`src/rtl/tube_p_pkg.sv`:
```
// Shared Tube parasite read-port definitions: FSM encodings, register indices, status bit positions.
// Imported by tube_p_rdport and tube_p_intgen.
package tube_p_pkg;

    localparam logic [1:0] ST_IDLE = 2'd0;
    localparam logic [1:0] ST_SEL  = 2'd1;
    localparam logic [1:0] ST_POP  = 2'd2;

    localparam logic [1:0] REG_R1 = 2'd0;
    localparam logic [1:0] REG_R2 = 2'd1;
    localparam logic [1:0] REG_R3 = 2'd2;
    localparam logic [1:0] REG_R4 = 2'd3;

    localparam int STAT_AVAIL_BIT = 7;
    localparam int STAT_NFULL_BIT = 6;

endpackage

```
`src/rtl/tube_p_intgen.sv`:
```
// PIRQ/PNMI generation from FIFO availability and control flags; 1-cycle registered latency.
// TUBE_PNMI_PULSE_EN: defined = fixed-width NMI pulse on each rising edge of the NMI condition, else level.
module tube_p_intgen
    import tube_p_pkg::*;
#(
    parameter int NMI_PULSE_CYCLES = 4
) (
    input  logic       clk_i,
    input  logic       rst_i,
    input  logic [3:0] data_available_i,
    input  logic       r3_two_bytes_available_i,
    input  logic       ctrl_i_i,
    input  logic       ctrl_j_i,
    input  logic       ctrl_m_i,
    input  logic       ctrl_v_i,
    output logic       irq_b_o,
    output logic       nmi_b_o
);

    logic irq_b_q, irq_b_d;
    logic nmi_b_q, nmi_b_d;
    logic nmi_cond;

    assign irq_b_d = ~((ctrl_i_i & data_available_i[REG_R1]) |
                       (ctrl_j_i & data_available_i[REG_R4]));

    assign nmi_cond = ctrl_m_i & (ctrl_v_i ? r3_two_bytes_available_i
                                           : data_available_i[REG_R3]);

`ifdef TUBE_PNMI_PULSE_EN
    logic       cond_q;
    logic [2:0] cnt_q, cnt_d;

    // A new edge only starts a pulse when none is running, so it never retriggers.
    always_comb begin
        nmi_b_d = nmi_b_q;
        cnt_d   = cnt_q;
        if (!nmi_b_q) begin
            if (cnt_q != 3'd0) cnt_d = cnt_q - 3'd1;
            else               nmi_b_d = 1'b1;
        end else if (nmi_cond && !cond_q) begin
            nmi_b_d = 1'b0;
            cnt_d   = 3'(NMI_PULSE_CYCLES - 1);
        end
    end

    always_ff @(posedge clk_i) begin
        if (rst_i) begin
            cond_q <= 1'b0;
            cnt_q  <= 3'd0;
        end else begin
            cond_q <= nmi_cond;
            cnt_q  <= cnt_d;
        end
    end
`else
    wire unused_pulse_len = &{1'b0, NMI_PULSE_CYCLES[2:0]};
    assign nmi_b_d = ~nmi_cond;
`endif

    always_ff @(posedge clk_i) begin
        if (rst_i) begin
            irq_b_q <= 1'b1;
            nmi_b_q <= 1'b1;
        end else begin
            irq_b_q <= irq_b_d;
            nmi_b_q <= nmi_b_d;
        end
    end

    assign irq_b_o = irq_b_q;
    assign nmi_b_o = nmi_b_q;

endmodule

```
`src/rtl/tube_p_rdport.sv`:
```
// Tube parasite read port: decodes CPU reads, drives FIFO selects/pop, returns data or status byte.
// Latency: status 1 cycle, data 2 cycles; accesses while busy are dropped. TUBE_PNMI_PULSE_EN selects pulse NMI.
module tube_p_rdport
    import tube_p_pkg::*;
#(
    parameter int         NMI_PULSE_CYCLES = 4,
    parameter logic [5:0] STATUS_FILL      = 6'h3F
) (
    input  logic       p_phi2,
    input  logic       p_rst,
    input  logic       p_cs_b,
    input  logic       p_rdnw,
    input  logic [2:0] p_addr,
    input  logic       p_access,
    output logic       p_busy,
    output logic [7:0] p_rd_data,
    output logic       p_rd_valid,
    output logic [3:0] p_selectData,
    output logic       p_rdstb_b,
    input  logic [7:0] p_fifo_data,
    input  logic [3:0] p_data_available,
    input  logic       p_r3_two_bytes_available,
    input  logic [3:0] p_ph_full,
    input  logic       ctrl_i,
    input  logic       ctrl_j,
    input  logic       ctrl_m,
    input  logic       ctrl_v,
    output logic       p_irq_b,
    output logic       p_nmi_b
);

    logic [1:0] state_q, state_d;
    logic [1:0] idx_q, idx_d;
    logic       busy_q, busy_d;
    logic [7:0] rd_data_q, rd_data_d;
    logic       rd_valid_q, rd_valid_d;
    logic [3:0] sel_q, sel_d;
    logic       rdstb_b_q, rdstb_b_d;
    logic       accept;
    logic [1:0] n;
    logic [7:0] status_byte;

    assign n      = p_addr[2:1];
    assign accept = p_access & ~p_cs_b & p_rdnw & (state_q == ST_IDLE);

    always_comb begin
        status_byte                 = {2'b00, STATUS_FILL};
        status_byte[STAT_AVAIL_BIT] = p_data_available[n];
        status_byte[STAT_NFULL_BIT] = ~p_ph_full[n];
    end

    always_comb begin
        state_d    = state_q;
        idx_d      = idx_q;
        busy_d     = busy_q;
        rd_data_d  = rd_data_q;
        rd_valid_d = 1'b0;
        sel_d      = sel_q;
        rdstb_b_d  = 1'b1;
        case (state_q)
            ST_IDLE: begin
                if (accept) begin
                    if (p_addr[0]) begin
                        sel_d   = 4'b0001 << n;
                        idx_d   = n;
                        busy_d  = 1'b1;
                        state_d = ST_SEL;
                    end else begin
                        rd_data_d  = status_byte;
                        rd_valid_d = 1'b1;
                    end
                end
            end
            // Empty FIFO: hand back whatever the quad shows, but do not pop it.
            ST_SEL: begin
                rd_data_d  = p_fifo_data;
                rd_valid_d = 1'b1;
                rdstb_b_d  = ~p_data_available[idx_q];
                state_d    = ST_POP;
            end
            ST_POP: begin
                sel_d   = 4'b0000;
                busy_d  = 1'b0;
                state_d = ST_IDLE;
            end
            default: begin
                sel_d   = 4'b0000;
                busy_d  = 1'b0;
                state_d = ST_IDLE;
            end
        endcase
    end

    always_ff @(posedge p_phi2) begin
        if (p_rst) begin
            state_q    <= ST_IDLE;
            idx_q      <= 2'd0;
            busy_q     <= 1'b0;
            rd_data_q  <= 8'h00;
            rd_valid_q <= 1'b0;
            sel_q      <= 4'b0000;
            rdstb_b_q  <= 1'b1;
        end else begin
            state_q    <= state_d;
            idx_q      <= idx_d;
            busy_q     <= busy_d;
            rd_data_q  <= rd_data_d;
            rd_valid_q <= rd_valid_d;
            sel_q      <= sel_d;
            rdstb_b_q  <= rdstb_b_d;
        end
    end

    assign p_busy       = busy_q;
    assign p_rd_data    = rd_data_q;
    assign p_rd_valid   = rd_valid_q;
    assign p_selectData = sel_q;
    assign p_rdstb_b    = rdstb_b_q;

    tube_p_intgen #(
        .NMI_PULSE_CYCLES(NMI_PULSE_CYCLES)
    ) u_intgen (
        .clk_i                    (p_phi2),
        .rst_i                    (p_rst),
        .data_available_i         (p_data_available),
        .r3_two_bytes_available_i (p_r3_two_bytes_available),
        .ctrl_i_i                 (ctrl_i),
        .ctrl_j_i                 (ctrl_j),
        .ctrl_m_i                 (ctrl_m),
        .ctrl_v_i                 (ctrl_v),
        .irq_b_o                  (p_irq_b),
        .nmi_b_o                  (p_nmi_b)
    );

endmodule

```
`config.mk`:
```
export PLATFORM = sky130hd
export DESIGN_NAME = tube_p_rdport
export DESIGN_NICKNAME = d
export VERILOG_FILES = /design/src/rtl/tube_p_pkg.sv /design/src/rtl/tube_p_intgen.sv /design/src/rtl/tube_p_rdport.sv
export SDC_FILE = /design/constraint.sdc
export NUM_CORES = 1
export LEC_CHECK = 0
export CORE_AREA = 2 2 50 52
export DETAILED_ROUTE_END_ITERATION = 10
export DIE_AREA = 0 0 52 54
export MAX_ROUTING_LAYER = met4
export PLACE_DENSITY_LB_ADDON = 0.25
export SYNTH_ARGS = -nofsm -noshare
export SYNTH_HDL_FRONTEND = slang
export SYNTH_HIERARCHICAL = 1
export SYNTH_SLANG_ARGS = --single-unit
```
`constraint.sdc`:
```
create_clock -name p_phi2 -period 3.1 [get_ports p_phi2]
set_input_delay 0.93 -clock p_phi2 [delete_from_list [all_inputs] [get_ports p_phi2]]
set_output_delay 0.93 -clock p_phi2 [all_outputs]
set_load 0.005 [all_outputs]
```
# == Word-level counts from Yosys, hierarchy flattened ==
# Index checks and enable logic that the tools add are counted.
# classes
n_eq_ne,4
n_reduce_logical,7
n_bitwise,13
n_mux,22
order_cmp,2
n_shift,1
# op_table
cell,n
8-bit two-way mux,2
8-bit case mux with 2 select lines,1
3-bit AND reduction,3
1-bit two-way mux,8
4-bit two-way mux,2
4-bit case mux with 2 select lines,1
1-bit bitwise AND,6
1-bit binary-select mux with 2-bit select,3
2-bit by 3-bit < comparator with 1-bit output (second input constant),2
2-bit inequality test (second input constant),3
1-bit NOT,6
2-bit two-way mux,2
1-bit case mux with 2 select lines,2
2-bit case mux with 2 select lines,1
1-bit by 2-bit left shift with 4-bit output (first input constant),1
2-bit by 1-bit equality test with 1-bit output (second input constant),1
2-bit logical NOT,1
2-bit AND reduction,1
2-bit nonzero test,1
2-bit OR reduction,1
1-bit bitwise OR,1
# word_totals
inputBits,29
elab_cells,58
reg_bits,21
output_inout_bits,17

# == Logic depth before layout (Yosys ltp) ==
# logic_depth
ltp_word,6
mapped_depth,4
mapped_depth_nobuf,3

# == By module ==
# Netlist, hierarchy kept.
# modules_own_cells
mod,instances,seq_area_each_um2,area_per_inst_um2,cells_per_inst
tube_p_rdport,1,380.4,837.1,77
tube_p_intgen,1,40.0,72.6,6

# == Least setup slack after synthesis ==
# No wires, ideal clock.
# synth_timing
path_type,input to register
from,input p_addr[1]
to,register rd_data_q[6] (netlist: p_rd_data[6])
path_buffers,0
slack_ps,1317
arrival_time_ps,1705
setup_time_ps,79
stages,3
t_required_ps,3021
cell_sequence,mux4_2 and2_4 o221ai_2
# synth_via
elab_chain_len,6
# synth_lines
element,line,source
start: declaration,tube_p_rdport.sv:13,"input logic [2:0] p_addr,"
1-bit binary-select mux with 2-bit select,tube_p_rdport.sv:49,status_byte[STAT_NFULL_BIT] = ~p_ph_full[n];
1-bit two-way mux (not written as such),tube_p_rdport.sv:49,
1-bit NOT,tube_p_rdport.sv:49,
8-bit two-way mux,tube_p_rdport.sv:63,if (p_addr[0]) begin
8-bit two-way mux,tube_p_rdport.sv:62,if (accept) begin
8-bit case mux with 2 select lines,tube_p_rdport.sv:60,case (state_q)
end signal: assignment,tube_p_rdport.sv:107,rd_data_q <= rd_data_d;
end: declaration,tube_p_rdport.sv:35,"logic [7:0] rd_data_q, rd_data_d;"
# No other way between the ends. The select of a mux whose other input is x is not followed.
# A chain may end at the register's enable or synchronous reset.

# == Final worst setup path ==
# layout_timing
from,input p_addr[1]
to,register rd_data_q[7] (netlist: p_rd_data[7])
# layout_via
elab_chain_len,5
# layout_lines
element,line,source
1-bit binary-select mux with 2-bit select,tube_p_rdport.sv:48,status_byte[STAT_AVAIL_BIT] = p_data_available[n];
1-bit two-way mux (not written as such),tube_p_rdport.sv:48,
8-bit two-way mux,tube_p_rdport.sv:63,
8-bit two-way mux,tube_p_rdport.sv:62,
8-bit case mux with 2 select lines,tube_p_rdport.sv:60,
# No other way between the ends. The select of a mux whose other input is x is not followed.

==> impl_results.md <==
- Largest family of logic cells by synthesized area: compound AO/OA/AOI/OAI gates
- Grt ovf: 0
- Cell chain of the critical path: clkdlybuf4s50_1 -> mux4_1 -> mux2i_1 -> a21oi_1
- Yosys cell types: 32
- Layout cell share with drive strength beyond 1: 8.53%
- Synth Area in Compound Gates: 21.7%
- Fmax: 458 MHz
- Area Growth Syn to Fin: 55.2%
- CP arrival: 2370 ps
- RR Startpoint: state_q[0]
- Synth Area in Simple Gates: 18.7%
- Worst skew pair latency: 300 ps
- Gate count of the mapped netlist: 83
- Multi-input gate area in the final layout: 460 µm²
- Crit share post-route: 70.5%
- Async set-reset flop share out of synthesis: 0%
- Clock transition at path regs: 120 ps
- Yosys top cell area share: 46.2%
- Vias in the first global route: 804
- Endpoints failing setup: 0
- Dpl cells: 155
- Top post-synthesis cells by area: dfxtp_1 (46%), o221a_1 (7.4%), a21oi_1 (5.0%)
- Antenna cell count: 0
- # clock sinks: 21
- Post-layout worst setup margin: 915 ps
- CTS tree: built
- I/O pin count: 46
- Antenna Nets Post-Route: 0
- Worst-path maximum fanout: 7
- Post-CTS Resized: 0
- Critical path type: in2reg
- RSZ-0062 raised after global routing: no
- First-pass detailed-route iteration total: 4
- Final Skew: 1.58 ps
- Fillers: 198
- EDFF count, synth: 0
- Reg-to-reg endpoint: p_selectData[0]
- Adder-cell share of the synthesized area: 0%
- Worst EP required: 3290 ps
- Buf/Inv on CP: 1
- Pleak: 0.507 nW
- Tmin final: 2190 ps
- Final Hold Fails: 0
- Cell Rows: 18
- FF-to-FF path depth: 3
- DIE HEIGHT: 54 µm
- Maxcap violations: 0
- #FFs+latches synth: 21
- Flop-to-flop setup slack: 1790 ps
- # H-tree levels: 1
- Seq/Total Area, Yosys: 46.2%
- Top delay family on crit path: multiplexers
- Core Region: 0.00232 mm²
- Worst setup EP type: flop
- List of most frequent post-synthesis cells: dfxtp_1 (21), a21oi_1 (9), o221a_1 (6), inv_1 (4), o21ai_0 (4)
- Routed wire length: 2150 µm
- Post-synth net total: 112
- Dpl ws: 592 ps
- DRC Markers: 0
- Yosys warns: 6
- Post-CTS setup repair buffer count: 0
- Port Buffers: 45
- Die footprint: 0.00281 mm²
- Max clock buf depth: 2
- Worst hold slack: 490 ps
- Number of cells on the critical path: 4
- First-pass GRT wire length: 3430 µm
- Worst slew pin tran: 329 ps
- Mean post-synth cell area: 11.0 µm²
- CTS buffer count: 3
- Relative slew slack: 78.0%
- Largest area contributor in the netlist: dfxtp_1
- CP startpoint kind: primary input
- Vias post-DR: 831
- VDD IR max: 0.201 mV
- Post-DR wirelength/cell: 13.5 µm
- Placer congestion estimate: 0.761
- Final net count: 159
- Mapped Area: 910 µm²
- Largest net degree at the start of global routing: 13
- Initial antenna violation count: 0
- Xor and xnor fraction of the mapped netlist area: 0%
- Reg area: 420 µm²
- Final cell count without fillers: 159
- Post-DP HPWL: 1670 µm
- Initial DRC Count: 10
- Avg Vias per Cell: 5.23
- Crit. Startpoint: p_addr[1]
- Hold WC Path Type: reg2reg
- Main flop type after synthesis: dfxtp_1
- Post-Route Utilization: 60.8%
- Root buffer cell: clkbuf_4
- Slowest-stage cell, CP: clkdlybuf4s50_1
- Crit path to: p_rd_data[7]
- Mux cell area share after synthesis: 10.2%
- Status: completed
- Power Dens Cells: 361 mW/mm²
- Fin Setup TNS: 0 ps
- Die Span X: 52 µm
- Initial Util: 39.2%
- Top-count cell post-synth: dfxtp_1
- # hold bufs at CTS: 0
- Overall global routing resource usage: 16.8%
- Slew Limit Fails: 0
- Delay of the slowest cell on the worst path: 620 ps
[kinds of logic (layout without fill, tap and decap cells)]
family          count (synthesis)  in the layout
buf+inv                         7             53
mux                             5              5
simple gates                   24             24
compound gates                 26             26
flops                          21             21
[area by class of cell]
type | instances | share of cell area (%)
clock inverters | 1 | 0.355
multi-input cells | 55 | 32.6
clock buffers | 3 | 1.60
well taps | 30 | 2.66
inverters | 4 | 1.06
flip-flops and latches | 21 | 29.8
repair buffers | 45 | 31.9
[flip-flops by register name (all words and copies together) (netlist names)]
signal            flops
idx_q                 2
state_q               2
p_busy                1
p_rdstb_b             1
p_selectData          4
p_rd_valid            1
u_intgen/nmi_b_o      1
p_rd_data             8
u_intgen/irq_b_o      1
[worst register-to-register path, cell delays in order (launching register included)]
cell      delay, ps
dfxtp_1         360
nand2b_1        280
or4_1           460
a21oi_1         160
[power by group]
group | switching, mW | total (mW) | internal [mW]
logic | 0.0311 | 0.0943 | 0.0632
registers | 0.00455 | 0.283 | 0.279
clock network | 0.0837 | 0.132 | 0.0480
total | 0.119 | 0.509 | 0.390
[layer usage]
metal  vias to the layer above  GRT usage, %  wire length, µm
met4                         0          5.26               15
met5                         -             -                0
met3                         2          3.06              118
met2                        22          30.4             1100
met1                       392          18.8              913
li1                        415             -                -
[worst min path at each step]
stage | from | end | slack, ps | cells after the start
2_1_floorplan | idx_q[1] | idx_q[1] | 450 | 2
5_1_grt | p_selectData[3] | p_selectData[3] | 520 | 2
4_1_cts | p_selectData[1] | p_selectData[1] | 490 | 2
3_3_place_gp | p_busy | p_busy | 460 | 2
3_5_place_dp | p_selectData[1] | p_selectData[1] | 470 | 2
6_report | p_busy | p_busy | 490 | 2
[placed cells by master, fill, tap and decap left out, types with 2 or more instances in the layout]
cell type,instances
nand4_1,3
o221a_1,6
or4_1,3
clkbuf_4,3
a21oi_1,9
o31ai_1,2
clkdlybuf4s50_1,45
o21ai_0,4
nand2b_1,2
inv_1,4
nor2b_1,3
dfxtp_1,21
nand2_1,2
mux4_2,2
nor2_1,2
[stage by stage]
step / instance area, µm² / power [mW]
2_1_floorplan: 910 / 0.322
3_3_place_gp: 1380 / 0.383
3_5_place_dp: 1380 / 0.384
4_1_cts: 1410 / 0.514
5_1_grt: 1410 / 0.531
6_report: 1410 / 0.509
Note: power is estimated with default switching activity, not from simulation.
